### src/rtl/ysyx_23060208_pkg.sv
// Shared definitions for the ysyx_23060208 instruction fetch slice.
package ysyx_23060208_pkg;

  typedef enum logic [1:0] {
    IDLE    = 2'd0,
    SEND_AR = 2'd1,
    WAIT_R  = 2'd2,
    HOLD    = 2'd3
  } fetch_state_e;

  localparam logic [31:0] RESET_PC_DEFAULT = 32'h8000_0000;
  localparam logic [1:0]  RESP_OKAY        = 2'b00;
  localparam int unsigned INST_BYTES       = 4;

endpackage

### src/rtl/ysyx_23060208_ifu_fetch.sv
// Instruction fetch unit: owns the PC, issues one SRAM read at a time and
// hands {pc, inst, err} to the IDU; redirects drop any stale response.
module ysyx_23060208_ifu_fetch
  import ysyx_23060208_pkg::*;
#(
  parameter int                    DATA_WIDTH = 32,
  parameter logic [DATA_WIDTH-1:0] RESET_PC   = RESET_PC_DEFAULT
) (
  input  logic                  clk,
  input  logic                  rst,
  output logic [DATA_WIDTH-1:0] isram_araddr,
  output logic                  isram_arvalid,
  input  logic                  isram_arready,
  input  logic [1:0]            isram_rresp,
  input  logic                  isram_rvalid,
  input  logic [DATA_WIDTH-1:0] isram_rdata,
  output logic                  isram_rready,
  output logic                  ifu_allowin,
  output logic                  ifu_to_idu_valid,
  output logic [DATA_WIDTH-1:0] ifu_to_idu_pc,
  output logic [DATA_WIDTH-1:0] ifu_to_idu_inst,
  output logic                  ifu_to_idu_err,
  input  logic                  idu_allowin,
  input  logic                  redirect_valid,
  input  logic [DATA_WIDTH-1:0] redirect_pc
);

  fetch_state_e          state_r, state_nxt_s;
  logic [DATA_WIDTH-1:0] pc_r, pc_nxt_s;
  logic [DATA_WIDTH-1:0] ar_addr_r, ar_addr_nxt_s;
  logic [DATA_WIDTH-1:0] out_pc_r;
  logic [DATA_WIDTH-1:0] inst_r;
  logic                  err_r;
  logic                  discard_r, discard_nxt_s;
  logic                  capture_s;
  logic [DATA_WIDTH-1:0] redir_pc_s;

  assign redir_pc_s = redirect_pc & {{(DATA_WIDTH-2){1'b1}}, 2'b00};

  // Next-state, next-PC and discard bookkeeping; redirect outranks all events
  always_comb begin
    state_nxt_s   = state_r;
    pc_nxt_s      = pc_r;
    ar_addr_nxt_s = ar_addr_r;
    discard_nxt_s = discard_r;
    capture_s     = 1'b0;
    case (state_r)
      IDLE: begin
        if (redirect_valid) begin
          pc_nxt_s = redir_pc_s;
        end else begin
          pc_nxt_s = pc_r;
        end
        state_nxt_s   = SEND_AR;
        ar_addr_nxt_s = pc_nxt_s;
      end
      SEND_AR: begin
        // The issued request cannot be withdrawn, so mark its reply as stale
        if (redirect_valid) begin
          pc_nxt_s      = redir_pc_s;
          discard_nxt_s = 1'b1;
        end else begin
          pc_nxt_s = pc_r;
        end
        if (isram_arready) begin
          state_nxt_s = WAIT_R;
        end else begin
          state_nxt_s = SEND_AR;
        end
      end
      WAIT_R: begin
        if (isram_rvalid) begin
          if (redirect_valid || discard_r) begin
            if (redirect_valid) begin
              pc_nxt_s = redir_pc_s;
            end else begin
              pc_nxt_s = pc_r;
            end
            discard_nxt_s = 1'b0;
            state_nxt_s   = SEND_AR;
            ar_addr_nxt_s = pc_nxt_s;
          end else begin
            capture_s   = 1'b1;
            state_nxt_s = HOLD;
          end
        end else if (redirect_valid) begin
          pc_nxt_s      = redir_pc_s;
          discard_nxt_s = 1'b1;
        end else begin
          state_nxt_s = WAIT_R;
        end
      end
      HOLD: begin
        if (redirect_valid) begin
          pc_nxt_s      = redir_pc_s;
          ar_addr_nxt_s = redir_pc_s;
          state_nxt_s   = SEND_AR;
        end else if (idu_allowin) begin
          pc_nxt_s      = pc_r + DATA_WIDTH'(INST_BYTES);
          ar_addr_nxt_s = pc_r + DATA_WIDTH'(INST_BYTES);
          state_nxt_s   = SEND_AR;
        end else begin
          state_nxt_s = HOLD;
        end
      end
      default: begin
        state_nxt_s = IDLE;
      end
    endcase
  end

  // State, PC and delivered-instruction registers
  always_ff @(posedge clk or posedge rst) begin
    if (rst) begin
      state_r   <= IDLE;
      pc_r      <= RESET_PC;
      ar_addr_r <= RESET_PC;
      discard_r <= 1'b0;
      out_pc_r  <= '0;
      inst_r    <= '0;
      err_r     <= 1'b0;
    end else begin
      state_r   <= state_nxt_s;
      pc_r      <= pc_nxt_s;
      ar_addr_r <= ar_addr_nxt_s;
      discard_r <= discard_nxt_s;
      if (capture_s) begin
        inst_r   <= isram_rdata;
        err_r    <= (isram_rresp != RESP_OKAY);
        out_pc_r <= ar_addr_r;
      end
    end
  end

  assign isram_araddr     = ar_addr_r;
  assign isram_arvalid    = (state_r == SEND_AR);
  assign isram_rready     = (state_r == WAIT_R);
  assign ifu_allowin      = (state_r != HOLD) || idu_allowin;
  // Gated so that a redirect cycle never transfers the buffered instruction
  assign ifu_to_idu_valid = (state_r == HOLD) && !redirect_valid;
  assign ifu_to_idu_pc    = out_pc_r;
  assign ifu_to_idu_inst  = inst_r;
  assign ifu_to_idu_err   = err_r;

endmodule

### config.mk
export PLATFORM = sky130hd
export DESIGN_NAME = ysyx_23060208_ifu_fetch
export DESIGN_NICKNAME = d
export VERILOG_FILES = /design/src/rtl/ysyx_23060208_pkg.sv /design/src/rtl/ysyx_23060208_ifu_fetch.sv
export SDC_FILE = /design/constraint.sdc
export NUM_CORES = 1
export LEC_CHECK = 0
export ABC_AREA = 1
export BUFFER_PORTS_ARGS = -buffer_cell sky130_fd_sc_hd__buf_2
export CAP_MARGIN = 20
export CELL_PAD_IN_SITES_DETAIL_PLACEMENT = 0
export CELL_PAD_IN_SITES_GLOBAL_PLACEMENT = 1
export CORE_MARGIN = 2
export CORE_UTILIZATION = 42
export CTS_BUF_LIST = sky130_fd_sc_hd__clkbuf_2 sky130_fd_sc_hd__clkbuf_4 sky130_fd_sc_hd__clkbuf_8
export CTS_CLUSTER_DIAMETER = 30
export DETAILED_ROUTE_END_ITERATION = 7
export PLACE_DENSITY = 0.88
export RECOVER_POWER = 100
export SLEW_MARGIN = 20
export SYNTH_ARGS = -nofsm -noshare
export SYNTH_HDL_FRONTEND = slang
export SYNTH_SLANG_ARGS = --single-unit
export TNS_END_PERCENT = 5
### constraint.sdc
create_clock -name clk -period 8.8 [get_ports clk]
set_input_delay 0.44 -clock clk [delete_from_list [all_inputs] [get_ports clk]]
set_output_delay 0.44 -clock clk [all_outputs]
set_load 0.005 [all_outputs]
==> flow_metrics.tcl, run 1 <==
set metrics [dict create \
    status "complete, but fails checks" \
    violations "max-capacitance violations, max-slew violations" \
    initial_utilization_pct 42.36 \
    tightest_slew_ns 2.352 \
    synth_nets 918 \
    wire_per_inst_um 14.08 \
    fin_hold_ws_ns 0.1797 \
    drt-initial-drc-count 332 \
    routed_wl_mm 16.92 \
    synthArstFlopShare_pct 100.0 \
    synth-simple-area-share_pct 32.95 \
    synth_area_leaders "dfrtp_1, nand2_1, o21ai_0, inv_1, nor2_1" \
    hold_viol 0 \
    antenna_found_initial 0 \
    fin_nets 1080 \
    synth.distinct_cells 34 \
    critPathTopFamily "buffers and inverters" \
    syn_to_final_growth_pct 20.06 \
    vias 5729 \
    synth_ff_type "dfrtp_1" \
    post_cts_buffers 0 \
    yosysWarnings 0 \
    drtPass1Iterations 4 \
    synth_edf_count 0 \
    regArea_mm2 0.003306 \
    p_per_area_mw_per_mm2 278.1 \
    grt_pass1_vias 5552 \
    drive_gt1_share_pct 16.86 \
    die-area_mm2 0.01616 \
    synth.avg_cell_area_um2 7.580 \
    grt_usage_pct 21.92 \
    slowest_stage "clkbuf_1" \
    insertion_delay_ns 0.45 \
    drcViolationCount 0 \
    synthCells 840 \
    peakVddDrop_uv 117.2 \
    final.period_utilization_pct 55.91 \
    io_pins 173 \
    drtAntennaViolNets 0 \
    cts_resized 0 \
    synth_top_family_by_area "simple AND/OR/NAND/NOR gates" \
    root_buffer "clkbuf_8" \
    core_area_mm2 0.01503 \
    worst-path-buf-inv 5 \
    cts_sinks 132 \
    grt_pass1_wl_mm 27.97 \
    holdBufCountCts 0 \
    ys_seq_area_share_pct 51.92 \
    grt_overflow 0 \
    clk_pin_slew_worst_paths_ns 0.07 \
    yosys.area_share.adder_pct 1.179 \
    n_fill_cell 1580 \
    synth_seq_cells 132 \
    yosysTopAreaCell "dfrtp_1" \
    fmax_mhz 203.3 \
    portBuffers 170 \
    skew_ns 0.01432 \
    fin_setup_tns_ns 0 \
    h-tree-depth 4 \
    cp_max_fo 42 \
    critical_path_arrival_ns 5.26 \
    max_stage_delay_ns 1.38 \
    p_leak_nw 4.123 \
    cp-start-kind "input pin" \
    period_needed_ns 4.920 \
    crit_chain "clkbuf_1 -> inv_1 -> nand3_1 -> nand2_1 -> clkbuf_1 -> inv_1 -> clkbuf_1 -> o211ai_1 -> o21ai_0" \
    layout_commonest_cell "nand2_1" \
    synth-compound-area-share_pct 6.917 \
    cts_tree "built" \
    drv_cap 5 \
    viasPerCell 4.766 \
    setup_viol 0 \
    insertedDiodeCount 0 \
    power_mw 2.126 \
    dp_hpwl_mm 11.92 \
    synth_top_area_share_pct 51.09 \
    critPathCaptureType "flip-flop" \
    synthXorXnorAreaFrac_pct 0.4127 \
    numCtsBuffers 17 \
    slew-limit-headroom_pct -57.68 \
    crit_top_cell "clkbuf_1" \
    rows 45 \
    gp_congestion 0.8875 \
    worstSetupPathType "in -> reg" \
    die_h_um 127.1 \
    critical_path_required_ns 9.14 \
    slew_violations 243 \
    muxShareOfSynthArea_pct 0.6288 \
    synth_area_mm2 0.006367 \
    cts_buffer_depth 2 \
    hold_class "in -> reg" \
    rsz0062_at_grt "false" \
    grt_max_degree 80 \
    die_x_um 127.1 \
    multi_input_area_mm2 0.002663 \
    final_cell_mix "nand2_1, dfrtp_1, buf_2, nor2_1" \
]
[worst reg2reg max path, delay by kind of cell (launching register included)]
family          cells  cell delay [ns]
flops               1             0.42
compound gates      2             0.35
buf+inv             5             2.02
simple gates        3             0.93
fa+ha+maj           1             0.25
[where the power goes]
part           switching (mW)  total, mW  internal, mW  leakage, nW
Sequential              0.151      0.965         0.814         1.71
Clock                   0.233      0.515         0.282        0.206
Combinational           0.394      0.647         0.253         2.21
[final timing paths]
path                                 endpoint  cells after the start           start  slack (ns)
setup / recovery                     pc_r[11]                      9  redirect_valid        3.88
hold / removal             ifu_to_idu_inst[9]                      3  isram_rdata[9]        0.18
setup reg to reg                     pc_r[11]                     11      state_r[0]        4.74
hold reg to reg                      pc_r[31]                      2        pc_r[31]        0.47
max in group asynchronous            pc_r[15]                      3             rst        6.64
min in group asynchronous  ifu_to_idu_inst[2]                      2             rst        0.63
[cell usage after synthesis (2+ instances only)]
cell type / number
buf_2: 19
xor2_1: 2
mux2i_1: 4
clkbuf_1: 9
inv_1: 54
nand4_1: 3
dfrtp_1: 130
nor2_2: 7
o211ai_1: 4
o21ai_1: 2
inv_2: 4
nand2_2: 2
a21oi_1: 12
dfstp_2: 2
nand3b_1: 4
nor2_1: 54
ha_1: 6
buf_4: 3
o21ai_0: 53
nor3_1: 3
nor2_4: 3
nand3_1: 40
nand2_1: 399
or2_2: 6
a22oi_1: 6
[layout make-up]
class / count / area share (%)
flip-flops and latches: 132 / 43.24
multi-input cells: 616 / 34.83
repair buffers: 176 / 10.74
clock buffers: 23 / 3.895
well taps: 188 / 3.077
inverters: 59 / 2.913
clock inverters: 8 / 1.309
[through the flow]
step / utilization [%] / instances / setup slack [ns] / instance area, µm²
2_1_floorplan: - / 840 / 4.837 / 6367
3_3_place_gp: 48.85 / 1171 / 5.638 / 7343
3_5_place_dp: 48.85 / 1171 / 5.646 / 7343
4_1_cts: 51.49 / 1202 / 6.126 / 7741
5_1_grt: 50.85 / 1202 / 3.276 / 7645
6_report: 50.85 / 1202 / 3.880 / 7645
[state kept, by name, indices dropped and copies added (netlist names)]
signal           flops
ifu_to_idu_pc       32
ifu_to_idu_inst     32
ifu_to_idu_err       1
pc_r                32
state_r              2
discard_r            1
isram_araddr        32
[kinds of logic (layout without fill, tap and decap cells)]
| family | count (synthesis) | count (layout) |
|---|---|---|
| buffers and inverters | 92 | 266 |
| AOI/OAI and AO/OA | 81 | 81 |
| adders and majority gates | 6 | 6 |
| xor gates and xnor gates | 3 | 3 |
| muxes | 4 | 4 |
| DFF | 132 | 132 |
| and+or+nand+nor | 522 | 522 |
[routing by layer]
metal / wire length, µm / GRT usage [%] / vias up
li1: - / - / 2940
met1: 8178 / 30.70 / 2602
met2: 7617 / 34.38 / 172
met3: 941 / 5.318 / 15
met4: 184 / 5.947 / 0
met5: 0 / 0 / -
Note: power is estimated with default switching activity, not from simulation.
==> inputs of run 2 (changes only) <==
--- a/config.mk
+++ b/config.mk
@@ -11,11 +11,11 @@
 export CELL_PAD_IN_SITES_DETAIL_PLACEMENT = 0
 export CELL_PAD_IN_SITES_GLOBAL_PLACEMENT = 1
 export CORE_MARGIN = 2
-export CORE_UTILIZATION = 42
+export CORE_UTILIZATION = 39
 export CTS_BUF_LIST = sky130_fd_sc_hd__clkbuf_2 sky130_fd_sc_hd__clkbuf_4 sky130_fd_sc_hd__clkbuf_8
 export CTS_CLUSTER_DIAMETER = 30
 export DETAILED_ROUTE_END_ITERATION = 7
-export PLACE_DENSITY = 0.88
+export PLACE_DENSITY = 0.83
 export RECOVER_POWER = 100
 export SLEW_MARGIN = 20
 export SYNTH_ARGS = -nofsm -noshare
==> constraint.sdc (replaced) <==
create_clock -name clk -period 4.55 [get_ports clk]
set_input_delay 0.2275 -clock clk [delete_from_list [all_inputs] [get_ports clk]]
set_output_delay 0.2275 -clock clk [all_outputs]
set_load 0.005 [all_outputs]
==> run 2 against run 1 <==
- the run still ends with max-capacitance violations, max-slew violations left
- first-iteration DRC count decreased by 21%
- critical path type is now reg -> reg
- hold slack got worse by 0.12 ns
- global-route usage decreased by 1.1 points
- routed wire length increased by 3.9%
- sequential cell count unchanged
- sequential share of layout area decreased by 2.3 points
- worst setup slack got worse by 2.7 ns
- highest routed layer unchanged
- critical endpoint is now pc_r[28]
- non-clock buffer count increased by 33
==> flow_metrics.tcl, run 2 (synthesized netlist as in run 1, its figures left out) <==
set metrics [dict create \
    status "complete, but fails checks" \
    critical_path_arrival_ns 3.72 \
    p_comb_share_pct 30.1 \
    switching_share_pct 36.61 \
    clk_pin_slew_worst_paths_ns 0.07 \
    hold_depth 3 \
    hold_class "in -> reg" \
    cp-start-kind "flip-flop" \
    n_fill_cell 1637 \
    final_cell_mix "nand2_1, dfrtp_1, buf_2, nor2_1, inv_1" \
    drt-initial-drc-count 261 \
    insertedDiodeCount 0 \
    hold_viol 0 \
    drcViolationCount 0 \
    final.period_utilization_pct 74.25 \
    viasPerCell 4.619 \
    insertion_delay_ns 0.44 \
    seqPwrFrac_pct 43.9 \
    wl_met3_um 797 \
    p_per_area_mw_per_mm2 528.2 \
    fin_nets 1113 \
    drtAntennaViolNets 0 \
    tightest_slew_ns 2.124 \
    hp-start "isram_rresp[0]" \
    violations "max-capacitance violations, max-slew violations" \
    grt_max_degree 100 \
    route.met2.wl_mm 8.046 \
    core_area_mm2 0.01594 \
    critical_path_required_ns 4.90 \
    p_int_mw 2.702 \
    rsz0062_at_grt "false" \
    slew-limit-headroom_pct -41.92 \
    cts_tree "built" \
    peakVddDrop_uv 210.8 \
    vias 5838 \
    place_ws_ns 1.613 \
    rr_endpoint "pc_r[28]" \
    drv_cap 2 \
    cts_sinks 132 \
    antenna_found_initial 0 \
    die-area_mm2 0.01736 \
    root_buffer "clkbuf_8" \
    drtPass1Iterations 5 \
    numCtsBuffers 17 \
    p_clk_share_pct 26.1 \
    worstSetupPathType "reg -> reg" \
    dp_cells 1199 \
    cp_max_fo 24 \
    rr_worst_depth 11 \
    die_h_um 131.8 \
    m1WireLength_mm 8.610 \
    portBuffers 170 \
    rr_startpoint "state_r[0]" \
    fmax_mhz 296.0 \
    fin_util_pct 50.61 \
    worst_slack_ns 1.172 \
    grt_usage_pct 20.84 \
    grt_pass1_vias 5588 \
    layout_commonest_cell "nand2_1" \
    slew_violations 121 \
    p_switching_mw 1.561 \
    drive_gt1_share_pct 17.18 \
    holdPathEnd "ifu_to_idu_err" \
    grt_overflow 0 \
    fin_setup_tns_ns 0 \
    io_pins 173 \
    cts_buffer_depth 2 \
    die_x_um 131.8 \
    worst-r2r-setup-slack_ns 1.17 \
    power_mw 4.262 \
    dr.max_layer_used "met4" \
    period_needed_ns 3.378 \
    critPathCaptureType "flip-flop" \
    dp_hpwl_mm 12.17 \
    p_leak_nw 4.311 \
    setup_viol 0 \
    syn_to_final_growth_pct 26.72 \
    rows 46 \
    routed_wl_mm 17.58 \
    gp_congestion 0.8897 \
    skew_ns 0.01517 \
    final_cells 1264 \
    grt_pass1_wl_mm 29.02 \
    h-tree-depth 4 \
    initial_utilization_pct 39.94 \
    wire_per_inst_um 13.91 \
]
## run 2: cell types whose count changed in the layout (fill, tap and decap cells not counted), moves of 4 or more
cell,delta
clkbuf_1,-12
buf_4,+4
buf_2,+8
dlygate4sd3_1,+33
## run 2: metrics by stage
stage / hold slack [ns] / area [µm²]
2_1_floorplan: 0.3371 / 6367
3_3_place_gp: 0.4209 / 7378
3_5_place_dp: 0.4285 / 7378
4_1_cts: 0.03388 / 8153
5_1_grt: 0.05927 / 8069
6_report: 0.05984 / 8069
## run 2: worst max path at each step
stage,startpoint,end,slack [ns],cells past startpoint
floorplan,rst,discard_r,0.80,1
global placement,redirect_valid,pc_r[29],1.60,9
detailed placement,redirect_valid,pc_r[28],1.61,9
CTS,state_r[0],pc_r[29],1.83,11
global route,state_r[0],pc_r[29],0.86,11
finish,state_r[0],pc_r[28],1.17,11
## run 2: final cells by class
cell class,instances,area (µm²),area share (%)
clock buffer,18,247.7,3.070
clock inverter,14,196.4,2.434
inverter,59,225.2,2.791
multi-input combinational,616,2655,32.90
sequential,132,3306,40.97
tap,216,270.3,3.349
timing repair buffer,209,1169,14.48
## run 2: per-layer routing
layer	track usage [%]	vias to the layer above
li1	-	3008
met1	29.42	2676
met2	32.81	144
met3	4.960	10
met4	4.589	0
met5	0	-
## run 2: power groups by stage
stage / Sequential (mW) / Combinational (mW) / Clock (mW)
after detailed placement: 1.88 / 1.33 / 0
after CTS: 1.86 / 1.36 / 1.13
final: 1.87 / 1.28 / 1.11
after global placement: 1.88 / 1.31 / 0
after global routing: 1.93 / 1.48 / 1.19
after floorplan: 1.87 / 0.741 / 0
## run 2: worst max-delay path, stage by stage (launching register included)
cell and delay [ns]:
dfrtp_1 0.40, inv_1 0.09, ha_1 0.24, nand2_1 0.09, inv_1 0.05, nand2_1 0.59, nand2_1 0.10, buf_4 0.25
inv_1 0.53, clkbuf_1 0.69, nand3_1 0.14, o21ai_0 0.10
## run 2: what timing repair did
action                                 CTS  global route
resized for setup                        0             0
endpoints found under the hold margin   35             0
hold buffers                            33             0
setup endpoints to repair                0             0
setup buffers                            0             0
